===== src/rtl/alu_ctrl_pkg.sv =====
// Shared constants for the multicycle RV32I control unit:
// ALU select codes, opcodes, FSM states and writeback/PC mux encodings.
package alu_ctrl_pkg;

  localparam logic [5:0] ALU_NOP  = 6'b000000;
  localparam logic [5:0] ALU_ADD  = 6'b000001;
  localparam logic [5:0] ALU_SUB  = 6'b100001;
  localparam logic [5:0] ALU_SLL  = 6'b000101;
  localparam logic [5:0] ALU_SLT  = 6'b001001;
  localparam logic [5:0] ALU_SLTU = 6'b001101;
  localparam logic [5:0] ALU_XOR  = 6'b010001;
  localparam logic [5:0] ALU_SRL  = 6'b010101;
  localparam logic [5:0] ALU_SRA  = 6'b110101;
  localparam logic [5:0] ALU_OR   = 6'b011001;
  localparam logic [5:0] ALU_AND  = 6'b011101;
  localparam logic [5:0] ALU_EQ   = 6'b000010;
  localparam logic [5:0] ALU_NE   = 6'b000110;
  localparam logic [5:0] ALU_LT   = 6'b010010;
  localparam logic [5:0] ALU_GE   = 6'b010110;
  localparam logic [5:0] ALU_LTU  = 6'b011010;
  localparam logic [5:0] ALU_GEU  = 6'b011110;

  localparam logic [6:0] OP_LUI    = 7'b0110111;
  localparam logic [6:0] OP_AUIPC  = 7'b0010111;
  localparam logic [6:0] OP_JAL    = 7'b1101111;
  localparam logic [6:0] OP_JALR   = 7'b1100111;
  localparam logic [6:0] OP_BRANCH = 7'b1100011;
  localparam logic [6:0] OP_LOAD   = 7'b0000011;
  localparam logic [6:0] OP_STORE  = 7'b0100011;
  localparam logic [6:0] OP_IMM    = 7'b0010011;
  localparam logic [6:0] OP_REG    = 7'b0110011;

  localparam logic [2:0] ST_START  = 3'd0;
  localparam logic [2:0] ST_FETCH  = 3'd1;
  localparam logic [2:0] ST_DECODE = 3'd2;
  localparam logic [2:0] ST_EXEC   = 3'd3;
  localparam logic [2:0] ST_MEM    = 3'd4;
  localparam logic [2:0] ST_WB     = 3'd5;
  localparam logic [2:0] ST_TRAP   = 3'd6;

  localparam logic [1:0] WB_ALU = 2'b00;
  localparam logic [1:0] WB_MEM = 2'b01;
  localparam logic [1:0] WB_PC4 = 2'b10;
  localparam logic [1:0] WB_IMM = 2'b11;

  localparam logic [1:0] PC_PLUS4 = 2'b00;
  localparam logic [1:0] PC_REL   = 2'b01;
  localparam logic [1:0] PC_JALR  = 2'b10;

  typedef enum logic [3:0] {
    C_NONE,
    C_REG,
    C_IMM,
    C_LOAD,
    C_STORE,
    C_BRANCH,
    C_LUI,
    C_AUIPC,
    C_JAL,
    C_JALR
  } cls_e;

  function automatic logic [31:0] sext12(input logic [11:0] v);
    return {{20{v[11]}}, v};
  endfunction

endpackage


===== src/rtl/alu_ctrl_imm_gen.sv =====
// Combinational immediate decoder for the latched instruction word.
// Shift-immediates yield the bare shamt since the ALU shifts by all of B.
module alu_ctrl_imm_gen
  import alu_ctrl_pkg::*;
(
  input  logic [31:0] ir,
  output logic [31:0] imm
);

  logic [6:0] opc;
  logic [2:0] f3;

  assign opc = ir[6:0];
  assign f3  = ir[14:12];

  always_comb begin
    imm = 32'd0;
    unique case (opc)
      OP_IMM: begin
        if (f3 == 3'b001 || f3 == 3'b101)
          imm = {27'd0, ir[24:20]};
        else
          imm = sext12(ir[31:20]);
      end
      OP_LOAD, OP_JALR:
        imm = sext12(ir[31:20]);
      OP_STORE:
        imm = sext12({ir[31:25], ir[11:7]});
      OP_BRANCH:
        imm = {{19{ir[31]}}, ir[31], ir[7],
               ir[30:25], ir[11:8], 1'b0};
      OP_LUI, OP_AUIPC:
        imm = {ir[31:12], 12'd0};
      OP_JAL:
        imm = {{11{ir[31]}}, ir[31], ir[19:12],
               ir[20], ir[30:21], 1'b0};
      default: imm = 32'd0;
    endcase
  end

endmodule


===== src/rtl/alu_ctrl_fsm.sv =====
// Multicycle RV32I control FSM: fetches into IR, decodes, and
// sequences EXEC/MEM/WB while driving the ALU select bus.
module alu_ctrl_fsm
  import alu_ctrl_pkg::*;
#(
  parameter bit RESET_TRAP = 1'b0
) (
  input  logic        clk,
  input  logic        reset,
  input  logic [31:0] mem_rdata,
  input  logic        mem_ready,
  input  logic        cmp,
  output logic        mem_req,
  output logic        mem_we,
  output logic        ir_we,
  output logic [5:0]  alu_s,
  output logic        alu_a_sel,
  output logic        alu_b_sel,
  output logic [4:0]  rs1_addr,
  output logic [4:0]  rs2_addr,
  output logic [4:0]  rd_addr,
  output logic [2:0]  funct3,
  output logic [31:0] imm,
  output logic        reg_we,
  output logic [1:0]  wb_sel,
  output logic        pc_we,
  output logic [1:0]  pc_sel,
  output logic        illegal
);

  logic [2:0]  state;
  logic [2:0]  state_nx;
  logic [31:0] ir;
  cls_e        cls;
  logic        legal;
  logic [5:0]  alu_code;
  logic        pc_we_raw;
  logic [6:0]  opc;
  logic [2:0]  f3;
  logic [6:0]  f7;

  assign opc      = ir[6:0];
  assign f3       = ir[14:12];
  assign f7       = ir[31:25];
  assign rs1_addr = ir[19:15];
  assign rs2_addr = ir[24:20];
  assign rd_addr  = ir[11:7];
  assign funct3   = f3;

  alu_ctrl_imm_gen u_imm (
    .ir  (ir),
    .imm (imm)
  );

  always_comb begin
    cls   = C_NONE;
    legal = 1'b0;
    unique case (opc)
      OP_LUI:   begin cls = C_LUI;   legal = 1'b1; end
      OP_AUIPC: begin cls = C_AUIPC; legal = 1'b1; end
      OP_JAL:   begin cls = C_JAL;   legal = 1'b1; end
      OP_JALR: begin
        cls   = C_JALR;
        legal = (f3 == 3'b000);
      end
      OP_BRANCH: begin
        cls   = C_BRANCH;
        legal = (f3 != 3'b010) && (f3 != 3'b011);
      end
      OP_LOAD: begin
        cls   = C_LOAD;
        legal = (f3 != 3'b011) && (f3 != 3'b110)
             && (f3 != 3'b111);
      end
      OP_STORE: begin
        cls   = C_STORE;
        legal = (f3 == 3'b000) || (f3 == 3'b001)
             || (f3 == 3'b010);
      end
      OP_IMM: begin
        cls = C_IMM;
        if (f3 == 3'b001)
          legal = (f7 == 7'b0000000);
        else if (f3 == 3'b101)
          legal = (f7 == 7'b0000000)
               || (f7 == 7'b0100000);
        else
          legal = 1'b1;
      end
      OP_REG: begin
        cls = C_REG;
        if (f7 == 7'b0000000)
          legal = 1'b1;
        else if (f7 == 7'b0100000)
          legal = (f3 == 3'b000) || (f3 == 3'b101);
        else
          legal = 1'b0;
      end
      default: begin cls = C_NONE; legal = 1'b0; end
    endcase
  end

  // Select code layout is {b5, funct3, is_br, is_arith}
  always_comb begin
    alu_code = ALU_ADD;
    unique case (cls)
      C_REG:    alu_code = {ir[30], f3, 2'b01};
      C_IMM:    alu_code = {(f3 == 3'b101) & ir[30],
                            f3, 2'b01};
      C_BRANCH: alu_code = {1'b0, f3, 2'b10};
      default:  alu_code = ALU_ADD;
    endcase
  end

  always_comb begin
    state_nx = state;
    unique case (state)
      ST_START:  state_nx = ST_FETCH;
      ST_FETCH:  if (mem_ready) state_nx = ST_DECODE;
      ST_DECODE: state_nx = legal ? ST_EXEC : ST_TRAP;
      ST_EXEC: begin
        if (cls == C_BRANCH)
          state_nx = ST_FETCH;
        else if (cls == C_LOAD || cls == C_STORE)
          state_nx = ST_MEM;
        else
          state_nx = ST_WB;
      end
      ST_MEM: begin
        if (mem_ready)
          state_nx = (cls == C_LOAD) ? ST_WB : ST_FETCH;
      end
      ST_WB:   state_nx = ST_FETCH;
      ST_TRAP: state_nx = ST_TRAP;
      default: state_nx = ST_START;
    endcase
  end

  always_ff @(posedge clk or posedge reset) begin
    if (reset) begin
      state   <= ST_START;
      ir      <= 32'd0;
      illegal <= 1'b0;
    end else begin
      state <= state_nx;
      if (state == ST_FETCH && mem_ready)
        ir <= mem_rdata;
      if (state == ST_DECODE && !legal)
        illegal <= 1'b1;
    end
  end

  always_comb begin
    mem_req   = 1'b0;
    mem_we    = 1'b0;
    ir_we     = 1'b0;
    alu_s     = ALU_NOP;
    alu_a_sel = 1'b0;
    alu_b_sel = 1'b0;
    reg_we    = 1'b0;
    wb_sel    = WB_ALU;
    pc_we_raw = 1'b0;
    pc_sel    = PC_PLUS4;
    unique case (state)
      ST_FETCH: begin
        mem_req = 1'b1;
        ir_we   = mem_ready;
      end
      ST_EXEC: begin
        alu_s     = alu_code;
        alu_a_sel = (cls == C_AUIPC) || (cls == C_JAL);
        alu_b_sel = (cls != C_REG) && (cls != C_BRANCH);
        if (cls == C_BRANCH) begin
          pc_we_raw = 1'b1;
          pc_sel    = cmp ? PC_REL : PC_PLUS4;
        end
      end
      ST_MEM: begin
        mem_req = 1'b1;
        mem_we  = (cls == C_STORE);
        if (cls == C_STORE)
          pc_we_raw = mem_ready;
      end
      ST_WB: begin
        reg_we    = 1'b1;
        pc_we_raw = 1'b1;
        unique case (1'b1)
          cls == C_JAL: begin
            pc_sel = PC_REL;
            wb_sel = WB_PC4;
          end
          cls == C_JALR: begin
            pc_sel = PC_JALR;
            wb_sel = WB_PC4;
          end
          cls == C_LUI:  wb_sel = WB_IMM;
          cls == C_LOAD: wb_sel = WB_MEM;
          default:       wb_sel = WB_ALU;
        endcase
      end
      default: begin
        mem_req = 1'b0;
      end
    endcase
  end

  assign pc_we = pc_we_raw & ~(RESET_TRAP & illegal);

endmodule


===== config.mk =====
export PLATFORM = sky130hd
export DESIGN_NAME = alu_ctrl_fsm
export DESIGN_NICKNAME = d
export VERILOG_FILES = /design/src/rtl/alu_ctrl_pkg.sv /design/src/rtl/alu_ctrl_imm_gen.sv /design/src/rtl/alu_ctrl_fsm.sv
export SDC_FILE = /design/constraint.sdc
export NUM_CORES = 1
export LEC_CHECK = 0
export ABC_AREA = 1
export BUFFER_PORTS_ARGS = -buffer_cell sky130_fd_sc_hd__buf_2
export CAP_MARGIN = 10
export CORE_UTILIZATION = 40
export CTS_BUF_LIST = sky130_fd_sc_hd__clkbuf_2 sky130_fd_sc_hd__clkbuf_4 sky130_fd_sc_hd__clkbuf_8
export DETAILED_ROUTE_END_ITERATION = 12
export PLACE_DENSITY_LB_ADDON = 0.1
export SLEW_MARGIN = 0
export SYNTH_ARGS = -nofsm -noshare
export SYNTH_HDL_FRONTEND = slang
export SYNTH_SLANG_ARGS = --single-unit

===== constraint.sdc =====
create_clock -name clk -period 2 [get_ports clk]
set_input_delay 0.4 -clock clk [delete_from_list [all_inputs] [get_ports clk]]
set_output_delay 0.4 -clock clk [all_outputs]
set_load 0.01 [all_outputs]

==> results of run 1 <==
## flip-flops by register name, summed over array words and instances (netlist names)
signal / flops
ir: 32
state: 3
illegal: 1
## cell families after synthesis
kind of cell / count (synthesis)
simple gates: 178
compound gates: 53
buf+inv: 70
flops: 36
## metrics by stage
step / std cells / instance area (µm²)
after floorplan: 337 / 2380
after global placement: 502 / 2950
after detailed placement: 502 / 2950
after CTS: 522 / 3270
after global routing: 534 / 3600
final: 534 / 3600
## report_power, final
group          internal (mW)  leakage [nW]  switching (mW)  total [mW]
registers               1.08         0.437           0.352        1.43
clock network          0.308        0.0523           0.256       0.564
logic                  0.840          1.45            1.37        2.21
total                   2.22          1.94            1.98        4.20
## layer usage
layer | vias to the layer above | share of wire, % | track usage, %
met4 | 0 | 0.89 | 7.64
met5 | - | 0 | 0
met3 | 6 | 5.1 | 4.37
met2 | 74 | 50 | 37.5
li1 | 1292 | - | -
met1 | 1196 | 44 | 27.5
## layout by cell type, fill, tap and decap left out, types with 6 or more instances in the layout
| cell | count |
|---|---|
| nand2_1 | 104 |
| buf_2 | 94 |
| inv_1 | 34 |
| dfrtp_1 | 32 |
| buf_4 | 30 |
| o21ai_0 | 26 |
| nor2_1 | 15 |
| buf_6 | 14 |
| nand2_2 | 11 |
| nor2_4 | 10 |
| o21ai_2 | 9 |
| nand3_1 | 8 |
| nor3_2 | 7 |
| inv_2 | 6 |
| nand2_4 | 6 |
| o21ai_1 | 6 |
| clkbuf_8 | 6 |
## cell type report
class                      instances  area (µm²)  share of cell area [%]
clock buffer                       8        97.6                    2.71
inverter                          45         188                    5.21
multi-input combinational        232        1410                    39.1
sequential                        36         906                    25.2
tap                               72        90.1                    2.50
timing repair buffer             141         913                    25.4
## worst min path at each step
stage               startpoint  endpoint  slack [ns]  cells past startpoint
global placement       illegal   illegal        0.44                      2
finish                   reset    ir[10]        0.20                      3
floorplan               ir[10]    ir[10]        0.47                      2
CTS                      reset    ir[10]        0.22                      3
detailed placement     illegal   illegal        0.47                      2
global route             reset    ir[10]        0.26                      3
## worst max-delay path: stages, from the launching register on
cell     delay (ns)
dfrtp_2        0.47
nor3_4         0.23
nand2_2        0.11
buf_4          0.14
buf_4          0.13
buf_4          0.13
buf_4          0.12
nor2_2         0.08
buf_2          0.14
## what timing repair did
item	CTS	global route
gates resized for setup	33	60
buffers inserted	12	11
gates cloned	0	1
endpoints found under the setup margin	41	46
pin swaps	7	14
==> flow_summary_export.csv, run 1 <==
group,metric,value,unit
power,totalPowerFinal,4.20,mW
run_status,run_status,"finished with violations",
place,pre_cts_ws,-0.0260,ns
floorplanning,floorplan.core_area,5610,µm²
logic_synthesis,yosys_warnings,0,
setup_path,regToRegStartpoint,"ir[2]",
setup_path,worst-r2r-setup-slack,0.30,ns
setup_path,worstReg2RegEnd,"state[0]",
logic_synthesis,synthTopCellsByCount,"nand2_1, inv_1, dfrtp_1",
setup_path,timing.critical_path.from,"ir[3]",
clocking,clock_tree_from_tritoncts,"done",
logic_synthesis,synth_seq_cells,36,
timing,timing.final.crit_share,112,%
logic_synthesis,area_of_the_mapped_netlist,2380,µm²
setup_path,cell_count_of_the_worst_reg_to_reg_path,12,
clocking,cts_buffer_depth,2,
logic_synthesis,yosysMostFrequentCell,"nand2_1",
timing,report.final.slew_viol_count,0,
logic_synthesis,multiplexer_share_of_the_synthesized_area,0,%
setup_path,cp-start-kind,"register",
detailed_routing,wirelength,7060,µm
power,vdd_drop_max,0.000783,V
clocking,clock_transition_at_the_register_clock_pins_on_the_worst_setup_and_hold_paths_after_cts,0.07,ns
detailed_routing,vias,2568,
timing,timing.slew.headroom,69.4,%
timing,finalHoldViolCount,0,
clocking,clk-insertion-delay-late,0.29,ns
floorplanning,die_x,79.2,µm
timing,worst_slack,-0.231,ns
logic_synthesis,synth-edff-count,0,
clocking,ctsHtreeMaxLevel,2,
logic_synthesis,synthFlopType,"dfrtp_1",
timing,report.final.setup_viol,41,
floorplanning,dieHeight,79.2,µm
run,drv_cap,0,
power,cellLeakagePower,1.94,nW
timing,rsz0062_at_grt,"yes",
layout,fillers,516,
setup_path,timing.critical_path.to,"pc_sel[1]",
place,placement.io_buffers,103,
timing,fin_hold_ws,0.204,ns
setup_path,timing_worst_setup_path_type,"register to output pin",
global_routing,grt_start_max_net_pins,37,
timing,timing.final.crit_period,2.23,ns
layout,final_net_count,497,
clocking,cts-buffers-inserted,5,
logic_synthesis,postSynth.asyncResetShare,100,%
logic_synthesis,synthTopCellsByArea,"dfrtp_1, nand2_1, inv_1",
setup_path,endpoint_kind,"output pin",
clocking,cts-hold-fix-buffers,0,
logic_synthesis,post_synth_fa_ha_maj_area_fraction,0,%
floorplanning,core.rowCount,27,
detailed_routing,post-route-drc-count,0,
global_routing,first_global_vias,2351,
layout,diodes,0,
detailed_routing,wl_per_cell,13.2,µm
global_routing,groute.usage.overall,22.0,%
logic_synthesis,yosys.area.top_type,"dfrtp_1",
clocking,cts_root_buffer,"clkbuf_8",
layout,final_core_util,64.2,%
layout,drive_gt1_share,49.6,%
logic_synthesis,dominant_combinational_cell_family_by_area_after_synthesis,"simple AND/OR/NAND/NOR gates",
global_routing,initial_antenna_violation_count,0,
setup_path,cp_data_required_time,1.60,ns
global_routing,wire_length_of_the_first_global_routing_pass,10700,µm
logic_synthesis,post_synth_xor_area_fraction,0,%
run_status,failed_checks,"negative setup slack",
floorplanning,initial_core_util,42.5,%
detailed_routing,detail_route.iter0.violations,119,
place,dpl.hpwl,4950,µm
logic_synthesis,synth-compound-area-share,14.0,%
logic_synthesis,synth_seq_area_share,37.8,%
logic_synthesis,syn_nets,373,
timing,fmax,448,MHz
layout,synthToLayoutAreaGrowth,51.2,%
floorplanning,design.die.area,6260,µm²
logic_synthesis,synth_largest_type_area_fraction,37.8,%
timing,fin_worst_skew,0.00364,ns
floorplanning,io_pins,104,
hold_path,type_of_the_most_critical_hold_path,"input pin to asynchronous set/reset pin",
logic_synthesis,cell_count_after_synthesis,337,
setup_path,maximum_fanout_encountered_on_the_critical_timing_path,4,
detailed_routing,routed_via_density,4.81,
place,place.gp.congestion,0.879,
clocking,cts_num_sinks,36,
power,total_power_divided_by_cell_area,1170,nW/µm²
logic_synthesis,synth_cell_types,30,
timing,max_slew.worst_pin.slew,0.459,ns
timing,totalNegativeSetupSlack,-5.65,ns
global_routing,global_route.overflow_total,0,
logic_synthesis,synth-simple-area-share,33.7,%
logic_synthesis,syn-mean-instance-area,7.07,µm²
detailed_routing,postRouteAntennaNets,0,
setup_path,cp_data_arrival_time,1.83,ns
detailed_routing,initial_drt_pass_iterations,4,
(Power assumes the default switching activity.)
==> run 2, diff against run 1 <==
ABC_CLOCK_PERIOD_IN_PS = 2000   (was unset)
PLACE_DENSITY = 0.68   (was unset)
PLACE_DENSITY_LB_ADDON = unset   (was 0.1)
==> run 2 against run 1 <==
Compared with the run above: first-iteration DRC count grew 0.84%; sequential share of layout area grew 0.70 points; fmax shrank 0.86%; combinational power shrank 4%; register-to-register slack lost 0.02 ns; cell count shrank 0.75%; critical path depth grew 2; the flow still finishes with violations (negative setup slack); clock-buffer cell count shrank 2; routed wire length shrank 5.2%; die area is the same; sequential power is essentially flat.
==> flow_summary_export.csv, run 2 (synthesis results as in run 1) <==
group,metric,value,unit
global_routing,wire_length_of_the_first_global_routing_pass,11100,µm
clocking,cts_num_sinks,36,
place,place_area,2990,µm²
clocking,ctsHtreeMaxLevel,2,
timing,report.final.setup_viol,39,
timing,report.final.slew_viol_count,0,
floorplanning,die_x,79.2,µm
clocking,cts-buffers-inserted,5,
clocking,clk-insertion-delay-late,0.29,ns
setup_path,crit_path_cell_trace,"nand2_2 > inv_2 > nand3_4 > nor2_4 > a21oi_4 > inv_2 > o21ai_4 > buf_12 > nand2_2 > buf_6",
clocking,clock_transition_at_the_register_clock_pins_on_the_worst_setup_and_hold_paths_after_cts,0.07,ns
timing,timing.final.crit_period,2.25,ns
layout,registers.top_by_ff_count,"ir",
floorplanning,initial_core_util,42.5,%
run_status,failed_checks,"negative setup slack",
floorplanning,design.die.area,6260,µm²
layout,largest_registers,"ir: 32 flops, state: 3 flops, illegal: 1 flops",
global_routing,first_global_vias,2414,
detailed_routing,initial_drt_pass_iterations,4,
clocking,cts_buffer_depth,2,
floorplanning,dieHeight,79.2,µm
place,placement.io_buffers,103,
layout,final_core_util,62.5,%
layout,synthToLayoutAreaGrowth,47.1,%
setup_path,timing_worst_setup_path_type,"register to output pin",
floorplanning,floorplan.core_area,5610,µm²
setup_path,cpPeakStageDelay,0.39,ns
layout,final_net_count,493,
timing,rsz0062_at_grt,"yes",
timing,finalHoldViolCount,0,
timing,timing.final.crit_share,113,%
global_routing,initial_antenna_violation_count,0,
floorplanning,core.rowCount,27,
detailed_routing,postRouteAntennaNets,0,
timing,max_slew.worst_pin.slew,0.463,ns
detailed_routing,wirelength,6690,µm
place,place.gp.congestion,0.877,
power,cellLeakagePower,1.90,nW
detailed_routing,wl_per_cell,12.6,µm
detailed_routing,detail_route.iter0.violations,120,
global_routing,global_route.overflow_total,0,
timing,totalNegativeSetupSlack,-6.43,ns
detailed_routing,routed_via_density,4.86,
layout,diodes,0,
timing,fmax,444,MHz
setup_path,cp-start-kind,"register",
timing,timing.slew.headroom,69.1,%
timing,fin_worst_skew,0.00741,ns
power,total_power_divided_by_cell_area,1190,nW/µm²
setup_path,endpoint_kind,"output pin",
layout,drive_gt1_share,48.0,%
layout,fillers,503,
global_routing,groute.usage.overall,22.7,%
setup_path,cp_data_required_time,1.60,ns
clocking,clock_tree_from_tritoncts,"done",
run_status,run_status,"finished with violations",
clocking,cts-hold-fix-buffers,0,
run,drv_cap,0,
global_routing,grt_start_max_net_pins,37,
power,totalPowerFinal,4.17,mW
timing,fin_hold_ws,0.207,ns
detailed_routing,post-route-drc-count,0,
setup_path,maximum_fanout_encountered_on_the_critical_timing_path,5,
setup_path,crit_path_top_delay_cell,"dfrtp_1",
place,dpl.hpwl,4980,µm
layout,postLayoutCellArea,3500,µm²
layout,mostFrequentLayoutCell,"nand2_1",
clocking,cts_root_buffer,"clkbuf_8",
hold_path,type_of_the_most_critical_hold_path,"input pin to asynchronous set/reset pin",
setup_path,cp_data_arrival_time,1.85,ns
layout,final_cell_mix,"nand2_1, buf_2, inv_1, dfrtp_1, o21ai_0",
power,vdd_drop_max,0.000605,V
detailed_routing,vias,2574,
floorplanning,io_pins,104,
timing,worst_slack,-0.251,ns
layout,number_of_flip_flops_in_the_largest_register,32,
run 2: where the power goes:
group	switching, mW	internal (mW)
Clock	0.262	0.383
Sequential	0.330	1.08
Combinational	1.32	0.804
run 2: worst paths after layout:
kind	from	endpoint	slack, ns	depth (start not counted)
max	ir[1]	imm[18]	-0.25	10
min	reset	ir[8]	0.21	3
max reg2reg	ir[1]	state[0]	0.28	13
min reg2reg	illegal	illegal	0.46	2
max in group asynchronous	reset	ir[6]	1.44	3
min in group clk	mem_rdata[9]	ir[9]	0.31	3
run 2: routing by layer:
metal | GRT usage (%) | vias up | part of all wire (%)
met5 | 0 | - | 0
li1 | - | 1278 | -
met2 | 37.9 | 84 | 49
met4 | 5.82 | 0 | 0.70
met3 | 4.83 | 4 | 6.4
met1 | 29.8 | 1208 | 44
run 2: cell type report:
class	instances	area, µm²	area share, %
Timing Repair inverter	1	7.51	0.214
Timing Repair Buffer	136	851	24.3
Multi-Input combinational cell	232	1360	38.7
Tap cell	72	90.1	2.57
Clock buffer	6	76.3	2.18
Sequential cell	36	906	25.9
Clock inverter	2	35.0	1.00
Inverter	45	180	5.14
run 2: timing repair:
| action | in CTS | in global routing |
|---|---|---|
| pin swaps | 9 | 13 |
| hold endpoints to repair | 0 | 0 |
| endpoints found under the setup margin | 42 | 44 |
| cloned | 2 | 0 |
| setup buffers | 11 | 4 |
| gates resized for setup | 50 | 28 |
run 2: critical path: cells and delay by family, from the launching register on:
family	cells	cell delay, ns
compound gates	2	0.39
buf+inv	4	0.40
flops	1	0.39
simple gates	4	0.38
run 2: stage by stage:
step	setup WS, ns	cells
5_1_grt	-0.346	530
3_5_place_dp	-0.0341	508
3_3_place_gp	0.0175	508
2_1_floorplan	0.185	337
4_1_cts	-0.244	529
6_report	-0.251	530
